[src/rtl/vending_pkg.sv]
// vending_pkg: coin codes and the pending-counter width, shared with the vending FSM
package vending_pkg;
    typedef logic [1:0] coin_t;
    localparam coin_t COIN_NONE = 2'b00;
    localparam coin_t COIN_5    = 2'b01;
    localparam coin_t COIN_10   = 2'b10;
    localparam int    PEND_W    = 3;
endpackage

[src/rtl/coin_debounce.sv]
// coin_debounce: synchronises and debounces one coin sensor, pulsing coin_event on each accepted rise
module coin_debounce #(
    parameter int DEBOUNCE_CYCLES = 16
) (
    input  logic clk,
    input  logic rst_n,
    input  logic raw,
    output logic coin_event
);
    localparam int CW = $clog2(DEBOUNCE_CYCLES + 1);
    logic          r_s1, r_s2, r_deb, r_deb_q;
    logic [CW-1:0] r_cnt;
    logic          w_hit;
    assign w_hit      = r_cnt == CW'(DEBOUNCE_CYCLES - 1);
    assign coin_event = r_deb & ~r_deb_q;
    always_ff @(posedge clk) begin
        if (!rst_n) begin
            r_s1    <= 1'b0;
            r_s2    <= 1'b0;
            r_deb   <= 1'b0;
            r_deb_q <= 1'b0;
            r_cnt   <= '0;
        end else begin
            r_s1    <= raw;
            r_s2    <= r_s1;
            r_deb_q <= r_deb;
            if (r_s2 == r_deb) r_cnt <= '0;
            else if (w_hit) begin
                r_deb <= ~r_deb;
                r_cnt <= '0;
            end else r_cnt <= r_cnt + 1'b1;
        end
    end
endmodule

[src/rtl/coin_acceptor.sv]
// coin_acceptor: two debounced coin slots buffered and arbitrated into a one-coin-per-cycle code stream
module coin_acceptor
    import vending_pkg::*;
#(
    parameter int DEBOUNCE_CYCLES = 16,
    parameter int PEND_MAX        = 3
) (
    input  logic       clk,
    input  logic       rst_n,
    input  logic       coin5_raw,
    input  logic       coin10_raw,
    output logic [1:0] x,
    output logic       busy,
    output logic       coin_lost
);
    localparam logic [PEND_W-1:0] PMAX = PEND_W'(PEND_MAX);
    logic              w_ev5, w_ev10, w_c5, w_c10, w_g5, w_g10;
    logic              w_byp5, w_byp10, w_dec5, w_dec10, w_inc5, w_inc10, w_lost;
    logic [PEND_W-1:0] r_p5, r_p10, w_p5_next, w_p10_next;
    logic              r_last10;
    coin_debounce #(.DEBOUNCE_CYCLES(DEBOUNCE_CYCLES)) u_deb5 (
        .clk(clk), .rst_n(rst_n), .raw(coin5_raw), .coin_event(w_ev5)
    );
    coin_debounce #(.DEBOUNCE_CYCLES(DEBOUNCE_CYCLES)) u_deb10 (
        .clk(clk), .rst_n(rst_n), .raw(coin10_raw), .coin_event(w_ev10)
    );
    always_comb begin
        w_c5       = w_ev5 | (r_p5 != '0);
        w_c10      = w_ev10 | (r_p10 != '0);
        // on contention the slot that was not granted last wins
        w_g10      = w_c10 & (~w_c5 | ~r_last10);
        w_g5       = w_c5 & ~w_g10;
        // a grant drains the counter first, so an empty counter means the grant took the bypass event
        w_dec5     = w_g5 & (r_p5 != '0);
        w_dec10    = w_g10 & (r_p10 != '0);
        w_byp5     = w_g5 & (r_p5 == '0);
        w_byp10    = w_g10 & (r_p10 == '0);
        w_inc5     = w_ev5 & ~w_byp5 & ((r_p5 - PEND_W'(w_dec5)) < PMAX);
        w_inc10    = w_ev10 & ~w_byp10 & ((r_p10 - PEND_W'(w_dec10)) < PMAX);
        w_lost     = (w_ev5 & ~w_byp5 & ~w_inc5) | (w_ev10 & ~w_byp10 & ~w_inc10);
        w_p5_next  = r_p5 + PEND_W'(w_inc5) - PEND_W'(w_dec5);
        w_p10_next = r_p10 + PEND_W'(w_inc10) - PEND_W'(w_dec10);
    end
    always_ff @(posedge clk) begin
        if (!rst_n) begin
            r_p5      <= '0;
            r_p10     <= '0;
            r_last10  <= 1'b0;
            x         <= COIN_NONE;
            busy      <= 1'b0;
            coin_lost <= 1'b0;
        end else begin
            r_p5      <= w_p5_next;
            r_p10     <= w_p10_next;
            if (w_g5 | w_g10) r_last10 <= w_g10;
            x         <= w_g10 ? COIN_10 : w_g5 ? COIN_5 : COIN_NONE;
            busy      <= (w_p5_next != '0) | (w_p10_next != '0);
            coin_lost <= coin_lost | w_lost;
        end
    end
endmodule

[config.mk]
export PLATFORM = sky130hd
export DESIGN_NAME = coin_acceptor
export DESIGN_NICKNAME = d
export VERILOG_FILES = /design/src/rtl/vending_pkg.sv /design/src/rtl/coin_debounce.sv /design/src/rtl/coin_acceptor.sv
export SDC_FILE = /design/constraint.sdc
export NUM_CORES = 1
export LEC_CHECK = 0
export ABC_AREA = 1
export BUFFER_PORTS_ARGS = -buffer_cell sky130_fd_sc_hd__buf_4
export CORE_ASPECT_RATIO = 1.2
export CORE_MARGIN = 2
export CORE_UTILIZATION = 25
export CTS_BUF_LIST = sky130_fd_sc_hd__clkbuf_16
export CTS_CLUSTER_DIAMETER = 150
export DETAILED_ROUTE_END_ITERATION = 10
export RECOVER_POWER = 50
export SKIP_CTS_REPAIR_TIMING = 1
export SLEW_MARGIN = 15
export SYNTH_ARGS = -nofsm -noshare
export SYNTH_HDL_FRONTEND = slang
export SYNTH_SLANG_ARGS = --single-unit
[constraint.sdc]
create_clock -name clk -period 8.11 [get_ports clk]
set_clock_uncertainty 0.05 [all_clocks]
set_input_delay 1.622 -clock clk [delete_from_list [all_inputs] [get_ports clk]]
set_output_delay 1.622 -clock clk [all_outputs]
set_load 0.02 [all_outputs]
==> metrics.md <==
| Metric | Value |
|---|---|
| Top fanout value on the critical path | 3 |
| Routability Congestion | 0.7377 |
| Count of input and output buffers | 7 |
| Combined global-route utilization of all metal layers | 7.918% |
| VDD IR max | 0.1297 mV |
| Share of cells above drive strength 1 | 12.78% |
| Worst endpoint data arrival time | 3.38 ns |
| Synth area leaders | dfxtp_1 (43%), ha_1 (11%), inv_1 (11%) |
| Starting utilization of the core area | 25.62% |
| Setup repair after global routing missed its margin | false |
| Fill cell instance count of the final layout | 579 |
| Nature of the critical path endpoint | flip-flop |
| Placement-stage cell area | 0.001460 mm2 |
| Maximum clock frequency | 305.8 MHz |
| Share of the clock period used by the worst path | 40.32% |
| Syn_area_per_cell | 8.017 um2 |
| Kind of start point of the critical path | flip-flop |
| Clk_lat worst skew | 0.27 ns |
| Clock tree from TritonCTS | done |
| Clock-pin slew on the worst setup and hold paths | 0.05 ns |
| DRC violations left | 0 |
| Ys Warns | 0 |
| Area of the multi-input gates | 591.8 um2 |
| Syn Inst Count | 167 |
| Flop and latch count out of synthesis | 29 |
| Worst slack on hold paths | 0.3606 ns |
| Antenna fix cells | 0 |
| Leading cell types in the layout, fill and taps excluded | inv_1 (40), dfxtp_1 (29), nand2_1 (23) |
| Status | completed |
| Largest buffer count on any clock path | 2 |
| Setup violators final | 0 |
| First-pass GRT wire length | 3643 um |
| Class of the most critical hold timing path | flip-flop to flip-flop |
| Portion of synthesized cell area occupied by the leading cell type | 43.36% |
| Total Die Area | 0.005959 mm2 |
| Top Ports | 8 |
| Total wire length after detailed routing | 2124 um |
| TritonRoute pass-1 iters | 4 |
| Library cell with the largest summed area after synthesis | dfxtp_1 |
| Violation count after the first detailed-routing iteration | 5 |
| Final cell utilization of the core | 30.60% |
| Setup Total Neg Slack | 0 ns |
| Total number of vias | 980 |
| Finished layout cell area | 0.001599 mm2 |
| Number of antenna violations at the first check in global routing | 0 |
| Leakage | 0.7767 nW |
| Post-layout power | 584.6 uW |
| Core region area | 0.005225 mm2 |
| Post-synthesis cell area | 0.001339 mm2 |
| Num rows | 29 |
| Number of buffers added by the clock tree synthesis step | 5 |
| Reported max-cap violation count | 0 |
| Register cell area after layout | 580.6 um2 |
| Via count of the first global-routing pass | 874 |
| Avg Vias per Cell | 4.050 |
| Maximum number of pins on one net before global-route repair | 18 |
| Minimum clock period after layout | 3.270 ns |
| Most frequent standard cell in the layout excluding fill and tap cells | inv_1 |
| Post-layout net count | 197 |
| Antenna-violating nets left | 0 |
| CTS HTree Levels | 2 |
| Wire length per cell after detailed routing | 8.777 um |
| Type of the worst setup path | flip-flop to flip-flop |
| Unique masters post-synth | 26 |
| Die W | 70.80 um |
| Root Buffer Master | clkbuf_16 |
| Measured slew at the worst slew-check pin | 0.7596 ns |
| Part of the Yosys area used for sequential elements | 43.36% |
| DP Wirelength | 1562 um |
| Synthesis-to-layout area growth | 19.44% |
| Hold Violations, Final | 0 |
| Critical path required time | 8.22 ns |
| Height of the chip | 84.16 um |
| Power density normalized to cell area | 365.6 mW/mm2 |
| Overflow after GRT | 0 |
| Worst max-slew margin expressed relative to the limit | 49.36% |
| Number of clock sinks | 29 |
| Pins over their slew limit | 0 |
| Post-synthesis net count | 185 |
sequential cells by signal, indices dropped and copies added (netlist names), 2 cells and up:
| name | flops |
|---|---|
| u_deb10.r_cnt | 5 |
| u_deb5.r_cnt | 5 |
| r_p10 | 3 |
| r_p5 | 3 |
| x | 2 |
critical path, cell delays in order (launching register included):
cell and delay [ns]:
dfxtp_1 0.31, nor3_1 0.36, nand2_2 0.10, nand2_2 0.11, inv_1 0.05, nor2_1 0.08
ha_1 0.17, inv_1 0.07, ha_1 0.27, inv_1 0.03, o21ai_0 0.26, nor2_1 0.09
ha_1 0.20, fa_1 0.46, nor4_1 0.32, nand2_1 0.08, nor2_1 0.09, nor2_1 0.04
kinds of logic (layout without fill, tap and decap cells):
group	after synthesis	after routing	synth area share [%]
AND/OR/NAND/NOR	60	60	20.09
buffers and inverters	44	57	12.43
adder cells (fa/ha/maj)	14	14	14.21
flip-flops	29	29	43.36
AO/OA/AOI/OAI	15	15	6.636
XOR/XNOR	5	5	3.271
metrics by stage:
step                worst slack (ns)  cells
global placement               5.026    234
detailed placement             4.889    234
floorplan                      5.128    167
finish                         4.840    242
CTS                            4.864    242
global route                   4.459    242
power breakdown:
group | total [mW] | switching (mW) | internal [mW] | leakage [nW]
sequential | 0.178 | 0.0124 | 0.165 | 0.237
combinational | 0.233 | 0.144 | 0.0893 | 0.470
clock | 0.174 | 0.0620 | 0.112 | 0.0696
total | 0.585 | 0.218 | 0.367 | 0.777
area by class of cell:
| type | count | share of cell area (%) |
|---|---|---|
| sequential | 29 | 36.31 |
| inverter | 42 | 9.859 |
| tap | 62 | 4.851 |
| clock buffer | 5 | 7.825 |
| timing repair buffer | 7 | 3.052 |
| clock inverter | 3 | 1.095 |
| multi-input combinational | 94 | 37.01 |
synth_stat cells:
library cell,instances
inv_1,40
dfxtp_1,29
nand2_1,23
nor2_1,21
ha_1,12
a21oi_1,6
nand3_1,5
o21ai_0,4
xor2_1,4
nand2_2,3
fa_1,2
inv_2,2
nor3b_1,2
o211ai_1,2
a21oi_2,1
clkbuf_1,1
clkbuf_2,1
nand3_2,1
nor2_2,1
nor2_4,1
nor3_1,1
nor4_1,1
o21a_1,1
o21bai_1,1
or2_1,1
xnor2_1,1
routing by layer:
layer	vias to the layer above	GRT usage (%)	share of wire, %
met5	-	0	0
met2	14	12.49	46
met3	5	4.322	5.4
met1	439	8.929	48
met4	0	3.087	1.2
li1	522	-	-
worst paths after layout:
kind / startpoint / cells after the start / slack (ns) / end
max: r_p10[2] / 17 / 4.84 / busy
min: u_deb10.r_s1 / 2 / 0.36 / u_deb10.r_s2
max reg2reg: r_p10[2] / 17 / 4.84 / busy
min reg2reg: u_deb10.r_s1 / 2 / 0.36 / u_deb10.r_s2
No activity file was read; power rests on OpenSTA's default activity.
